==> config.mk <==
export PLATFORM = sky130hd
export DESIGN_NAME = serial_adder_flat
export DESIGN_NICKNAME = d
export VERILOG_FILES = /design/src/rtl/serial_adder_pkg.sv /design/src/rtl/serial_adder_if.sv /design/src/rtl/serial_adder_fa_cell.sv /design/src/rtl/serial_adder.sv /design/src/flat_wrapper.sv
export SDC_FILE = /design/constraint.sdc
export NUM_CORES = 1
export LEC_CHECK = 0
export ABC_AREA = 1
export ABC_CLOCK_PERIOD_IN_PS = 1500
export BUFFER_PORTS_ARGS = -buffer_cell sky130_fd_sc_hd__buf_2
export CAP_MARGIN = 20
export CORE_ASPECT_RATIO = 0.7
export CORE_MARGIN = 5
export CORE_UTILIZATION = 40
export DETAILED_ROUTE_END_ITERATION = 10
export GPL_TIMING_DRIVEN = 0
export PLACE_DENSITY = 0.59
export SLEW_MARGIN = 20
export SYNTH_ARGS = -nofsm -noshare
export SYNTH_HDL_FRONTEND = slang
export SYNTH_SLANG_ARGS = --single-unit
==> constraint.sdc <==
create_clock -name clk -period 1.5 [get_ports clk]
set_input_delay 0.3 -clock clk [delete_from_list [all_inputs] [get_ports clk]]
set_output_delay 0.3 -clock clk [all_outputs]
set_load 0.05 [all_outputs]
==> src/rtl/serial_adder_pkg.sv <==
// Shared definitions for the bit-serial adder: default width, counter sizing
// and the IDLE/ACCUM state encoding.
package serial_adder_pkg;

  localparam int DEF_WIDTH = 8;
  localparam int DEF_CNT_W = $clog2(DEF_WIDTH);

  typedef enum logic {
    IDLE  = 1'b0,
    ACCUM = 1'b1
  } state_t;

  // Bit counter width for a given operand width (operand width is 2..16).
  function automatic int cnt_width(input int width);
    return (width < 2) ? 1 : $clog2(width);
  endfunction

endpackage

==> src/rtl/serial_adder_if.sv <==
// Operand-bit input stream, result output and status of the serial adder.
//
// Handshake: a beat (a_bit/b_bit) transfers on a rising clk edge where
// in_valid and in_ready are both 1; a result (out_sum/out_carry) transfers
// on a rising clk edge where out_valid and out_ready are both 1. A producer
// holds valid and data until the transfer edge; the consumer may change
// ready freely. The state field exposes the FSM state for observation.
interface serial_adder_if
  import serial_adder_pkg::*;
#(
  parameter int WIDTH = DEF_WIDTH
);

  logic             in_valid;
  logic             in_ready;
  logic             a_bit;
  logic             b_bit;
  logic             out_valid;
  logic             out_ready;
  logic [WIDTH-1:0] out_sum;
  logic             out_carry;
  logic             busy;
  state_t           state;

  modport master (
    output in_valid, a_bit, b_bit, out_ready,
    input  in_ready, out_valid, out_sum, out_carry, busy, state
  );

  modport slave (
    input  in_valid, a_bit, b_bit, out_ready,
    output in_ready, out_valid, out_sum, out_carry, busy, state
  );

endinterface

==> src/rtl/serial_adder_fa_cell.sv <==
// Single-bit combinational full adder used by the serial adder.
module serial_fa_cell (
  input  logic a,
  input  logic b,
  input  logic cin,
  output logic sum,
  output logic cout
);

  // Sum is the parity of the three inputs; carry is their majority.
  always_comb begin
    sum  = a ^ b ^ cin;
    cout = (a & b) | (a & cin) | (b & cin);
  end

endmodule

==> src/rtl/serial_adder.sv <==
// Bit-serial adder: takes operand bits LSB first, one pair per beat, and
// presents the WIDTH-bit sum plus carry-out once a full word has been taken.
module serial_adder
  import serial_adder_pkg::*;
#(
  parameter int WIDTH = DEF_WIDTH
) (
  input logic            clk,
  input logic            rst,
  serial_adder_if.slave  bus
);

  localparam int CNT_W = cnt_width(WIDTH);
  localparam logic [CNT_W-1:0] LAST_CNT = CNT_W'(WIDTH - 1);

  state_t           state_q, state_d;
  logic [CNT_W-1:0] count_q, count_d;
  logic             c_q, c_d;
  logic [WIDTH-1:0] shift_q, shift_d;
  logic [WIDTH-1:0] sum_q, sum_d;
  logic             carry_q, carry_d;
  logic             valid_q, valid_d;

  logic             beat;
  logic             last_beat;
  logic             fa_sum;
  logic             fa_cout;
  logic [WIDTH-1:0] shifted;

  serial_fa_cell u_fa (
    .a    (bus.a_bit),
    .b    (bus.b_bit),
    .cin  (c_q),
    .sum  (fa_sum),
    .cout (fa_cout)
  );

  // Input acceptance is blocked only while a finished result is stalled.
  always_comb begin
    bus.in_ready = !(valid_q && !bus.out_ready);
    beat         = bus.in_valid && bus.in_ready;
    last_beat    = (count_q == LAST_CNT);
    shifted      = {fa_sum, shift_q[WIDTH-1:1]};
  end

  // State register plus datapath registers; reset wins over any transfer.
  always_ff @(posedge clk) begin
    if (rst) begin
      state_q <= IDLE;
      count_q <= '0;
      c_q     <= 1'b0;
      shift_q <= '0;
      sum_q   <= '0;
      carry_q <= 1'b0;
      valid_q <= 1'b0;
    end else begin
      state_q <= state_d;
      count_q <= count_d;
      c_q     <= c_d;
      shift_q <= shift_d;
      sum_q   <= sum_d;
      carry_q <= carry_d;
      valid_q <= valid_d;
    end
  end

  // Next state: only a beat moves the FSM; the final beat of a word returns to IDLE.
  always_comb begin
    state_d = state_q;
    if (beat) begin
      state_d = last_beat ? IDLE : ACCUM;
    end
  end

  // Datapath next values: accumulate per beat, load the result on the final beat.
  always_comb begin
    count_d = count_q;
    c_d     = c_q;
    shift_d = shift_q;
    sum_d   = sum_q;
    carry_d = carry_q;
    valid_d = valid_q;
    if (valid_q && bus.out_ready) begin
      valid_d = 1'b0;
    end
    if (beat) begin
      shift_d = shifted;
      if (last_beat) begin
        // A completion in the same cycle as a consume keeps out_valid high.
        count_d = '0;
        c_d     = 1'b0;
        sum_d   = shifted;
        carry_d = fa_cout;
        valid_d = 1'b1;
      end else begin
        count_d = count_q + CNT_W'(1);
        c_d     = fa_cout;
      end
    end
  end

  // Outputs: busy mirrors a partially accumulated word (ACCUM state).
  always_comb begin
    bus.busy      = (state_q == ACCUM);
    bus.state     = state_q;
    bus.out_valid = valid_q;
    bus.out_sum   = sum_q;
    bus.out_carry = carry_q;
  end

endmodule

==> src/flat_wrapper.sv <==
// flat-port wrapper written by rule: the top's interface ports become plain ports
module serial_adder_flat import serial_adder_pkg::*;
#(
  parameter int WIDTH = DEF_WIDTH
)
  (clk, rst, bus_in_valid, bus_a_bit, bus_b_bit, bus_out_ready, bus_in_ready, bus_out_valid, bus_out_sum, bus_out_carry, bus_busy, bus_state);
  serial_adder_if #(.WIDTH(WIDTH)) bus_i ();
  input logic clk;
  input logic rst;
  input wire logic [$bits(bus_i.in_valid)-1:0] bus_in_valid;
  input wire logic [$bits(bus_i.a_bit)-1:0] bus_a_bit;
  input wire logic [$bits(bus_i.b_bit)-1:0] bus_b_bit;
  input wire logic [$bits(bus_i.out_ready)-1:0] bus_out_ready;
  output wire logic [$bits(bus_i.in_ready)-1:0] bus_in_ready;
  output wire logic [$bits(bus_i.out_valid)-1:0] bus_out_valid;
  output wire logic [$bits(bus_i.out_sum)-1:0] bus_out_sum;
  output wire logic [$bits(bus_i.out_carry)-1:0] bus_out_carry;
  output wire logic [$bits(bus_i.busy)-1:0] bus_busy;
  output wire logic [$bits(bus_i.state)-1:0] bus_state;
  assign bus_i.in_valid = bus_in_valid;
  assign bus_i.a_bit = bus_a_bit;
  assign bus_i.b_bit = bus_b_bit;
  assign bus_i.out_ready = bus_out_ready;
  assign bus_in_ready = bus_i.in_ready;
  assign bus_out_valid = bus_i.out_valid;
  assign bus_out_sum = bus_i.out_sum;
  assign bus_out_carry = bus_i.out_carry;
  assign bus_busy = bus_i.busy;
  assign bus_state = bus_i.state;
  serial_adder #(.WIDTH(WIDTH)) u_core (.clk(clk), .rst(rst), .bus(bus_i));
endmodule
### Yosys cells after proc, flatten, opt, wreduce, memory -nomap -nowiden

Index checks and enable logic that the tools add are counted.

* input bits: 6
* word-level logic and storage cells: 28
* register bits: 23

* bitwise gates (word level): 7
* reductions and logical operators: 6
* add/subtract/negate cells: 1
* equality and inequality tests: 1
* muxes and demuxes: 6

Operators with widths (number)
* $mux W1: 5
* $add A3 B1 Y3 const B: 1
* $and A1 B1 Y1: 3
* $eq A3 B3 Y1 const B: 1
* $logic_and A1 B1 Y1: 3
* $mux W3: 1
* $logic_not A1 Y1: 2
* $or A1 B1 Y1: 2
* $reduce_and A2 Y1: 1
* $xor A1 B1 Y1: 2

### Depth between registers and ports, before layout

* depth after elaboration: 5
* gate-level depth with buffers: 6

### Modules after synthesis

From an unflattened synthesis, not the netlist that was laid out.

* cell total of the unflattened synthesis: 144
* area, all modules: 1009.7 um2

By module, submodules not included
* serial_adder: area each 989.7 um2, instances 1, cells each 143
* serial_fa_cell: area each 20.0 um2, instances 1, cells each 1

### Least setup slack after synthesis

No wires, ideal clock.

* path kind: reg-to-reg
* from: reg u_core.valid_q (netlist: u_core.bus.out_valid)
* to: reg u_core.c_q
* period minus slack after synthesis: 1.351 ns
* data required time: 1.384 ns
* cell stages (with the launch flop): 6
* arrival time: 1.236 ns
* slack: 0.149 ns
* path through: dfxtp_1 -> nand2_2 -> nand2_2 -> clkinv_1 -> nor2_1 -> nor2_1

* cells in the longest elaborated chain, start to end: 3

RTL lines
* start, declared: line serial_adder.sv:22 `logic valid_q, valid_d;`
* start signal, assigned: line serial_adder.sv:63 `valid_q <= valid_d;`
* $logic_and A1 B1 Y1: line serial_adder.sv:40 `bus.in_ready = !(valid_q && !bus.out_ready);`
* $logic_not A1 Y1: line serial_adder.sv:40
* $logic_and A1 B1 Y1: line serial_adder.sv:41 `beat = bus.in_valid && bus.in_ready;`
* end signal, assigned: line serial_adder.sv:51 `c_q <= 1'b0;`
* end signal, assigned: line serial_adder.sv:59 `c_q <= c_d;`
* end, declared: line serial_adder.sv:18 `logic c_q, c_d;`

Every way passes these cells.
A chain may end at the register's enable or synchronous reset.

### Worst setup path in the final report

* from: reg u_core.valid_q (netlist: u_core.bus.out_valid)
* to: out bus_in_ready

* cells in the longest elaborated chain, start to end: 2

RTL lines
* $logic_and A1 B1 Y1: line serial_adder.sv:40
* $logic_not A1 Y1: line serial_adder.sv:40
* end, declared: line flat_wrapper.sv:14 `output wire logic [$bits(bus_i.in_ready)-1:0] bus_in_ready;`

Every way passes these cells.

==> run metrics <==
run status=finished clean; Worst R2R Path Depth=6; area leader, netlist=dfxtp_1; flop and latch count out of synthesis=22; DR DRC count=0; combinational share of power=0.109; top-area cell type share of the netlist area=0.437; ant diodes=0; Slew HR=0.836; final setup fails=0; Hold WC Path Type=input pin to register; Placement Rows=15; core area=approximately 2400 um2; Via Count=853; register-to-register setup slack=around 0.14 ns; hold buffer count at CTS=0; hold path start=rst; Crit Path Category=register to output port; Cell Pwr Density=893 nW/um2; switch share=0.249; Post-Syn Instances=~140; Starting Density=0.413; final period demand of the worst path=1.42 ns; Avg Cell Area, Syn=7.00 um2; Placed Cells incl. Taps=196; largest cells by area after synthesis=dfxtp_1 (44%), inv_1 (12%), nor2_1 (11%), nand2_1 (8.6%), nand4_1 (5.6%); slew at the pin with the worst max-slew slack=0.244 ns; Routed Antenna Nets=0; Seq/Total Area, Yosys=0.437; Final Util=0.487; WL/cell=9.25 um; first-pass GRT wire length=~3400 um; Clock power frac=0.304; global-route usage over all layers=0.117; Reg power frac=0.587; Setup crit start kind=register; share of layout cells above drive strength 1=0.187; I/O Buffers=18; drt pass-1 iters=4; Total Power=1.06 mW; largest net degree at the start of global routing=13; Top Ports=19; Hold Crit Depth=2; Die X=70.0 um; NetSw=approximately 0.26 mW; most common cell after layout, fill and taps aside=inv_1; max-slew violations=0; Die Height=around 52 um; post-synthesis cell type count=16; data arrival time of the worst path=1.12 ns; CP Data Required Time=1.20 ns; fin nets=177; Hold EP=u_core.count_q[0]$_SDFFE_PP0N_; most frequent cells in the layout=inv_1 (31), nor2_1 (30), nand2_1 (23); fin crit share=0.947; YS warnings=0; syn_nets=154; critical-path maximum fanout=10; area added between synthesis and finish=17.7%; via-per-instance ratio=4.27; Max Root-Sink Buffers=2; Critical R2R Capture=u_core.c_q$_SDFFE_PP0N_; synthesized area=1010 um2; GP Congestion=approximately 0.73; VDD IR max=0.472 mV; clock sink count=22; maxcap violations=0; initial antenna violation count=0; Detail Placement HPWL=1400 um; Clk pin slew, worst setup/hold paths=0.12 ns; Reg-to-Reg Start=u_core.count_q[0]$_SDFFE_PP0N_; TritonCTS clock tree=built; vias in the first global route=slightly above 800; Cell Int Power=0.797 mW; DIE AREA=3640 um2; final WL=1850 um; Clock Latency Late Sink=0.31 ns; grt ovf=0; # fillers=260; Lkg Pwr=around 0.62 nW; fmax=704 MHz; root buffer cell=clkbuf_4; drt initial violations=22; CTS buffer count=3; post-route insts no fill=200; H-tree depth=1; Final Hold Vio Count=0; critical path endpoint category=output port; Max Clock Skew=0.00677 ns
[cell usage after synthesis (all sizes together)]
master	count
a21oi	3
o21ai	9
dfxtp	22
nor2	30
ha	3
nand3	3
fa	1
buf	6
inv	31
nand2	25
nand4	9
clkinv	1
nand3b	1
[timing repair]
action / 4_1_cts / 5_1_grt
resized for setup: 2 / 1
gates cloned: 0 / 0
endpoints found under the setup margin: 1 / 1
setup buffers: 0 / 0
[per-stage QoR]
step / setup WS, ns / cell area, um2 / TNS [ns] / hold slack [ns]
after floorplan: 0.149 / 1010 / 0 / 0.369
final: 0.0796 / 1190 / 0 / 0.176
after global routing: -0.00615 / 1190 / -0.00615 / 0.164
after CTS: 0.0327 / 1180 / 0 / 0.169
after detailed placement: 0.152 / 1140 / 0 / 0.458
after global placement: 0.147 / 1140 / 0 / 0.451
[metal layers]
metal / track usage / share of wire / vias up
met5: 0 / 0 / -
met4: 0.0191 / 0.0065 / 0
met3: 0.0502 / 0.069 / 2
met1: 0.144 / 0.50 / 357
met2: 0.196 / 0.42 / 17
li1: - / - / 477
[kinds of logic after synthesis]
family	count (synthesis)	synth area share
flops	22	0.437
buf+inv	38	0.154
fa+ha+maj	4	0.0571
compound gates	12	0.0595
simple gates	68	0.293
[sequential cells by signal (all words and copies together) (netlist names)]
register              flops
u_core.bus.busy           1
u_core.bus.out_carry      1
u_core.bus.out_sum        8
u_core.bus.out_valid      1
u_core.c_q                1
u_core.count_q            3
u_core.shift_q            7
[worst max path at each step]
stage                     cells past startpoint  slack, ns                       startpoint                       to
final                                         3       0.08  u_core.bus.out_valid$_SDFF_PP0_             bus_in_ready
after global routing                          3     -0.006  u_core.bus.out_valid$_SDFF_PP0_             bus_in_ready
after CTS                                     3       0.03  u_core.bus.out_valid$_SDFF_PP0_             bus_in_ready
after detailed placement                      6       0.15   u_core.count_q[0]$_SDFFE_PP0N_  u_core.c_q$_SDFFE_PP0N_
after global placement                        6       0.15   u_core.count_q[0]$_SDFFE_PP0N_  u_core.c_q$_SDFFE_PP0N_
after floorplan                               5       0.15  u_core.bus.out_valid$_SDFF_PP0_  u_core.c_q$_SDFFE_PP0N_
[power by group through the flow]
stage	clock [mW]	sequential (mW)	combinational, mW
6_report	0.322	0.622	0.116
5_1_grt	0.359	0.626	0.134
4_1_cts	0.336	0.622	0.117
3_5_place_dp	0	0.635	0.117
3_3_place_gp	0	0.634	0.115
2_1_floorplan	0	0.641	0.0780
[critical path, cell delays in order, from the launching register on]
cell     delay (ns)
dfxtp_1        0.33
nand2_2        0.15
buf_6          0.16
buf_6          0.16
[cell type report]
| cell class | instances | area (um2) | share of cell area |
|---|---|---|---|
| Multi-Input combinational cell | 84 | 413 | 0.348 |
| Sequential cell | 22 | 440 | 0.371 |
| Inverter | 32 | 120 | 0.101 |
| Timing Repair Buffer | 18 | 96.3 | 0.0811 |
| Buffer | 6 | 38.8 | 0.0327 |
| Tap cell | 34 | 42.5 | 0.0358 |
| Clock buffer | 4 | 36.3 | 0.0306 |
(Power assumes the default switching activity.)
